## config.mk

```make
export PLATFORM = sky130hd
export DESIGN_NAME = alu_seq_unit
export DESIGN_NICKNAME = d
export VERILOG_FILES = /design/src/rtl/alu_seq_pkg.sv /design/src/rtl/alu_nibble_adder.sv /design/src/rtl/alu_seq_unit.sv
export SDC_FILE = /design/constraint.sdc
export NUM_CORES = 1
export LEC_CHECK = 0
export ABC_AREA = 1
export BUFFER_PORTS_ARGS = -buffer_cell sky130_fd_sc_hd__buf_2
export CORE_UTILIZATION = 56
export CTS_CLUSTER_DIAMETER = 50
export DETAILED_ROUTE_END_ITERATION = 7
export GPL_TIMING_DRIVEN = 0
export PLACE_DENSITY_LB_ADDON = 0.08
export SYNTH_ARGS = -nofsm -noshare
export SYNTH_HDL_FRONTEND = slang
export SYNTH_SLANG_ARGS = --single-unit
```

## constraint.sdc

```tcl
create_clock -name clk -period 0.9 [get_ports clk]
set_input_delay 0.045 -clock clk [delete_from_list [all_inputs] [get_ports clk]]
set_output_delay 0.045 -clock clk [all_outputs]
set_load 0.1 [all_outputs]
```

## src/rtl/alu_seq_pkg.sv

```systemverilog
// rtl/alu_seq_pkg.sv - op codes, FSM state encoding and BCD correction constants for alu_seq_unit
package alu_seq_pkg;

    localparam logic [3:0] OP_ORA = 4'h0;
    localparam logic [3:0] OP_AND = 4'h1;
    localparam logic [3:0] OP_EOR = 4'h2;
    localparam logic [3:0] OP_ADC = 4'h3;
    localparam logic [3:0] OP_SBC = 4'h4;
    localparam logic [3:0] OP_ROR = 4'h5;
    localparam logic [3:0] OP_TST = 4'h6;
    localparam logic [3:0] OP_PSA = 4'h7;
    localparam logic [3:0] OP_MUL = 4'h8;

    typedef logic [0:0] state_t;
    localparam state_t ST_IDLE    = 1'b0;
    localparam state_t ST_MUL_RUN = 1'b1;

    localparam logic [4:0] DEC_MAX_DIGIT = 5'd9;
    localparam logic [4:0] DEC_ADJ_ADD   = 5'd6;
    localparam logic [4:0] DEC_ADJ_SUB   = 5'd10;

endpackage

```

## src/rtl/alu_nibble_adder.sv

```systemverilog
// rtl/alu_nibble_adder.sv - one 4-bit slice of the ripple adder with optional BCD correction
module alu_nibble_adder
    import alu_seq_pkg::*;
(
    input  logic [3:0] x,
    input  logic [3:0] y,
    input  logic       cin,
    input  logic       dec,
    input  logic       sub,
    output logic [3:0] digit,
    output logic       cout,
    output logic       raw_cout
);

    logic [4:0] s;

    assign s        = {1'b0, x} + {1'b0, y} + {4'b0000, cin};
    assign raw_cout = s[4];

    // Decimal correction: add-side adjusts any sum above 9, subtract-side
    // adjusts when the slice borrowed (raw carry clear); digits 10-15 fall
    // through the same arithmetic without special handling.
    always_comb begin
        digit = s[3:0];
        cout  = s[4];
        if (dec && !sub && (s > DEC_MAX_DIGIT)) begin
            cout  = 1'b1;
            digit = s[3:0] + DEC_ADJ_ADD[3:0];
        end else if (dec && sub && !s[4]) begin
            digit = s[3:0] + DEC_ADJ_SUB[3:0];
        end
    end

endmodule

```

## src/rtl/alu_seq_unit.sv

```systemverilog
// rtl/alu_seq_unit.sv - registered ALU with BCD add/sub and optional shift-add multiplier (ALU_SEQ_MUL_EN)
module alu_seq_unit
    import alu_seq_pkg::*;
#(
    parameter int WIDTH   = 8,
    parameter int NIBBLES = WIDTH / 4
) (
    input  logic             clk,
    input  logic             reset_n,
    input  logic             start,
    input  logic [3:0]       op,
    input  logic [WIDTH-1:0] a,
    input  logic [WIDTH-1:0] b,
    input  logic             c_in,
    input  logic             dec,
    output logic             busy,
    output logic             done,
    output logic [WIDTH-1:0] alu_out,
    output logic [WIDTH-1:0] alu_out_hi,
    output logic             carry_out,
    output logic             half_carry_out,
    output logic             overflow_out,
    output logic             zero_out
);

    logic             is_sbc;
    logic [WIDTH-1:0] b_eff;
    logic [NIBBLES:0] chain;
    logic [WIDTH-1:0] add_res;
    logic [WIDTH-1:0] bin_sum;
    logic             add_ovf;

    assign is_sbc = (op == OP_SBC);
    assign b_eff  = is_sbc ? ~b : b;
    assign chain[0] = c_in;

    for (genvar g = 0; g < NIBBLES; g++) begin : g_nib
        logic nib_cout;
        logic nib_raw;

        alu_nibble_adder u_nib (
            .x        (a[4*g +: 4]),
            .y        (b_eff[4*g +: 4]),
            .cin      (chain[g]),
            .dec      (dec),
            .sub      (is_sbc),
            .digit    (add_res[4*g +: 4]),
            .cout     (nib_cout),
            .raw_cout (nib_raw)
        );

        // Binary mode ripples the plain carry; decimal mode ripples the adjusted one.
        assign chain[g+1] = dec ? nib_cout : nib_raw;
    end

    // Overflow is judged on the binary sum, before any decimal adjustment.
    assign bin_sum = a + b_eff + {{(WIDTH-1){1'b0}}, c_in};
    assign add_ovf = (a[WIDTH-1] == b_eff[WIDTH-1]) && (bin_sum[WIDTH-1] != a[WIDTH-1]);

    logic [WIDTH-1:0] res;
    logic             res_c;
    logic             res_h;
    logic             res_v;

    // Single-cycle result selection; unknown codes (and MUL without the multiplier) pass a.
    always_comb begin
        res   = a;
        res_c = 1'b0;
        res_h = 1'b0;
        res_v = 1'b0;
        case (op)
            OP_ORA: res = a | b;
            OP_AND: begin
                res   = a & b;
                res_c = |(a & b);
            end
            OP_EOR: res = a ^ b;
            OP_TST: res = ~a & b;
            OP_ROR: begin
                res   = {c_in, a[WIDTH-1:1]};
                res_c = a[0];
            end
            OP_ADC, OP_SBC: begin
                res   = add_res;
                res_c = chain[NIBBLES];
                res_h = chain[1];
                res_v = add_ovf;
            end
            default: res = a;
        endcase
    end

`ifdef ALU_SEQ_MUL_EN
    localparam int CW = $clog2(WIDTH);
    localparam logic [CW-1:0] CNT_LAST = CW'(WIDTH - 1);

    state_t             state;
    logic               busy_r;
    logic [WIDTH-1:0]   hi_r;
    logic [WIDTH-1:0]   mcand;
    logic [2*WIDTH-1:0] prod;
    logic [CW-1:0]      cnt;
    logic [WIDTH:0]     mul_sum;
    logic [2*WIDTH-1:0] prod_next;

    // Upper half accumulates the multiplicand when the current multiplier bit is set, then shifts right.
    assign mul_sum   = {1'b0, prod[2*WIDTH-1:WIDTH]} + (prod[0] ? {1'b0, mcand} : {(WIDTH+1){1'b0}});
    assign prod_next = {mul_sum, prod[WIDTH-1:1]};
    assign busy       = busy_r;
    assign alu_out_hi = hi_r;
`else
    assign busy       = 1'b0;
    assign alu_out_hi = {WIDTH{1'b0}};
`endif

    // Request acceptance, multiplier iteration and result/flag registers.
    always_ff @(posedge clk or negedge reset_n) begin
        if (!reset_n) begin
            done           <= 1'b0;
            alu_out        <= '0;
            carry_out      <= 1'b0;
            half_carry_out <= 1'b0;
            overflow_out   <= 1'b0;
            zero_out       <= 1'b0;
`ifdef ALU_SEQ_MUL_EN
            state  <= ST_IDLE;
            busy_r <= 1'b0;
            hi_r   <= '0;
            mcand  <= '0;
            prod   <= '0;
            cnt    <= '0;
`endif
        end else begin
            done <= 1'b0;
`ifdef ALU_SEQ_MUL_EN
            if (state == ST_MUL_RUN) begin
                prod <= prod_next;
                cnt  <= cnt + 1'b1;
                if (cnt == CNT_LAST) begin
                    state          <= ST_IDLE;
                    busy_r         <= 1'b0;
                    cnt            <= '0;
                    done           <= 1'b1;
                    alu_out        <= prod_next[WIDTH-1:0];
                    hi_r           <= prod_next[2*WIDTH-1:WIDTH];
                    carry_out      <= |prod_next[2*WIDTH-1:WIDTH];
                    half_carry_out <= 1'b0;
                    overflow_out   <= 1'b0;
                    zero_out       <= (prod_next == '0);
                end
            end else
`endif
            if (start) begin
`ifdef ALU_SEQ_MUL_EN
                if (op == OP_MUL) begin
                    state  <= ST_MUL_RUN;
                    busy_r <= 1'b1;
                    mcand  <= a;
                    prod   <= {{WIDTH{1'b0}}, b};
                    cnt    <= '0;
                end else
`endif
                begin
                    done           <= 1'b1;
                    alu_out        <= res;
                    carry_out      <= res_c;
                    half_carry_out <= res_h;
                    overflow_out   <= res_v;
                    zero_out       <= (res == '0);
`ifdef ALU_SEQ_MUL_EN
                    hi_r           <= '0;
`endif
                end
            end
        end
    end

endmodule

```

==> impl_metrics.csv <==
group,metric,value,unit
outcome,status,"complete, but fails checks",
outcome,violations,"negative setup slack",
synthesis,syn_area,2240,sq um
finish,layout-drive-gt1-share,43.0,%
timing,hold_viol,0,
timing,tightest_slew,594,ps
setup_path,crit_fanout,5,
timing,fin_skew,0,ps
routing,firstDrtPassIters,5,
clock_network,cts_buffers,3,
clock_network,clkTransAtPathRegs,50,ps
power_and_ir_drop,p_clk_share,11.6,%
flow_run,maxCapViolations,0,
clock_network,cts_tree,"built",
min_path,min_from,"start",
grt,grtUsageTotal,35.8,%
setup_path,crit_arrival,3800,ps
routing,drc_errors,0,
placed_design,place.detailed.hpwl,4200,um
setup_path,r2r-end,"zero_out",
timing,setup_viol,13,
clock_network,clock_latency,250,ps
power_and_ir_drop,swShare,49.5,%
power_and_ir_drop,vdd_drop_max,699,uV
clock_network,cts_max_level,1,
grt,first_global_vias,2506,
finish,final_area,3440,sq um
grt,overflow,0,
setup_path,critPathSlowestCell,"fa_2",
setup_path,required,1070,ps
setup_path,start_kind,"primary input",
timing,slew_headroom,60.4,%
synthesis,async_flop_share,100,%
power_and_ir_drop,power_switching,2280,uW
power_and_ir_drop,seqPwrFrac,15.2,%
synthesis,synth_edf_count,0,
grt,grt_pass1_wl,11600,um
synthesis,synthFlopType,"dfrtp_1",
power_and_ir_drop,combPwrFrac,73.2,%
finish,area_delta_synth_final,53.6,%
timing,rsz0062_at_grt,"true",
grt,top_usage_layer,"met2",
synthesis,ys_seq_area_share,14.5,%
floorplan,num_io_pins,47,
finish,final_nets,484,
timing,hold_ws,99.1,ps
placed_design,pre_cts_ws,-3310,ps
placed_design,port_buffers,37,
timing,min_period,3620,ps
floorplan,die_h,65.2,um
power_and_ir_drop,power,4610,uW
setup_path,cpPeakStageDelay,590,ps
timing,clock.fmax,276,MHz
setup_path,rrSetupSlack,80,ps
placed_design,place_area,2570,sq um
routing,drtAntennaViolNets,0,
routing,drt_iter0_drc,243,
placed_design,routabilityCongestion,0.833,
floorplan,die_area,4250,sq um
setup_path,criticalPathCategory,"in -> reg",
clock_network,clock_sinks,13,
floorplan,initial_utilization,59.8,%
routing,wl_per_cell,17.2,um
grt,grtUsageMet1,40.3,%
routing,num_vias,2742,
routing,drt-total-wl,8050,um
timing,drv_slew,0,
clock_network,root_buffer,"clkbuf_8",
power_and_ir_drop,powerDensity,1340,nW/um^2
min_path,holdPathStages,3,
setup_path,worstRegToRegCells,3,
power_and_ir_drop,p_leak,0.00177,uW
grt,antenna_found_initial,0,
synthesis,ys.warnings.count,0,
floorplan,die_w,65.2,um
synthesis,synth_cell_types,33,
grt,use_met2,61.1,%
grt,globalRouteMet3Util,6.94,%
setup_path,worstReg2RegStart,"zero_out",
routing,viasPerCell,5.87,
setup_path,crit_top_cell,"fa_2",
min_path,hold_end,"alu_out[0]",
min_path,hold_class,"in -> reg",
timing,finalCritPeriodShare,403,%
power_and_ir_drop,p_int,2330,uW
floorplan,rows,22,
finish,antenna_cells,0,
timing,layout_setup_ws,-2720,ps
synthesis,syn_inst,325,
setup_path,cp_cell_sequence,"buf_8, nor2_4, nand2_8, xor2_2, fa_2, fa_2, nand3_4, nand3_2, nand2_2, nand2_4, nand2_4, fa_2, inv_2, fa_2, inv_2, ha_4, a21oi_2, nand2_1, nand3_1, nand2_1, nand2_2, nand3_2, o21bai_2",
floorplan,core-area,3740,sq um
setup_path,endpoint_kind,"flip-flop",
synthesis,avgSynthCellArea,6.88,sq um
clock_network,clk_path_buf_depth,2,
grt,grt_max_degree,14,
synthesis,ys_ff_latch,13,
==> power groups by stage <==
stage	clock [uW]	combinational (uW)	sequential [uW]
final	533	3370	702
after global routing	555	3520	707
after CTS	516	2870	697
after detailed placement	0	2090	691
after global placement	0	2060	687
after floorplan	0	1260	1130
==> state kept, by name (all words and copies together) (netlist names) <==
register and flops:
alu_out 8, half_carry_out 1, overflow_out 1, zero_out 1, done 1, carry_out 1
==> worst max-delay path by stage <==
stage / start / endpoint / slack [ps]
floorplan: op[0] / zero_out / -2750
global placement: op[0] / zero_out / -3270
detailed placement: op[0] / zero_out / -3310
CTS: op[1] / zero_out / -2670
global route: op[0] / zero_out / -2800
finish: op[0] / zero_out / -2720
==> metrics by stage <==
step                std cells  util (%)  TNS [ps]
floorplan                 333         -    -21960
global placement          418      68.7    -26960
detailed placement        418      68.7    -27430
CTS                       468      86.4    -24360
global route              467      91.8    -25380
finish                    467      91.8    -24420
==> worst max-delay path: cells and delay by family <==
family | cells | cell delay [ps]
buffers and inverters | 3 | 280
xor gates and xnor gates | 1 | 140
AOI/OAI and AO/OA | 2 | 270
and+or+nand+nor | 12 | 1000
adders and majority gates | 5 | 2020
==> timing repair <==
action                     in CTS  in global routing
setup endpoints to repair      25                 16
hold endpoints to repair       14                  0
setup buffers                  53                 12
pin swaps                      34                 41
resized for setup              73                 55
hold buffers                    2                  0
==> cell usage in the layout (no fill, tap or decap), types with 2 or more instances in the layout <==
master         instances
nand2_1               67
inv_1                 49
buf_6                 32
ha_1                  30
buf_4                 30
buf_2                 20
nand3_1               19
nor2_1                15
nand2_2               14
dfrtp_2               12
inv_2                 11
o22ai_1               11
conb_1                 9
nand2_4                7
o21ai_1                7
xor2_1                 6
o2111ai_1              6
nand4_1                6
a21oi_1                5
nand3_2                5
buf_8                  5
nor2_4                 4
nand3_4                4
a21oi_2                4
fa_2                   4
xor2_2                 3
o21ai_2                3
ha_4                   3
clkbuf_8               3
xor2_4                 2
nor2_2                 2
clkbuf_1               2
a21oi_4                2
ha_2                   2
dlygate4sd3_1          2
buf_12                 2
==> area by class of cell <==
class                           instances  area, sq um
Inverter                               61          231
Buffer                                 10         71.3
Clock buffer                            4         45.0
Tap cell                               48         60.1
Sequential cell                        13          340
Fill cell                             150          308
Multi-Input combinational cell        249         1930
Timing Repair Buffer                   82          753
==> Yosys cell counts, types with 2 or more instances <==
cell	n	area share [%]
a21oi_1	9	2.0
a21oi_2	2	0.78
buf_4	9	3.0
dfrtp_1	13	15
fa_1	4	3.6
ha_1	35	20
inv_1	59	9.9
inv_2	2	0.34
nand2_1	82	14
nand2_2	4	1.1
nand2_4	3	1.5
nand3_1	25	5.6
nand3_2	2	0.89
nand4_1	6	1.7
nor2_1	18	3.0
nor2_4	3	1.5
o2111ai_1	6	2.3
o21ai_0	6	1.3
o21ai_1	4	0.89
o22ai_1	11	3.1
xor2_1	10	3.9
==> per-layer routing <==
metal	part of all wire [%]	up-vias
li1	-	1223
met1	37	1260
met2	48	205
met3	8.2	54
met4	6.5	0
met5	0	-
==> cells by family (layout without fill, tap and decap cells) <==
family	Yosys count	in the layout	synth area share (%)
AOI/OAI and AO/OA	44	44	13.0
xor gates and xnor gates	11	11	4.64
adders and majority gates	39	39	23.2
buffers and inverters	71	157	13.4
DFF	13	13	14.5
other	1	9	0.168
and+or+nand+nor	146	146	31.1
No activity file was read; power rests on OpenSTA's default activity.
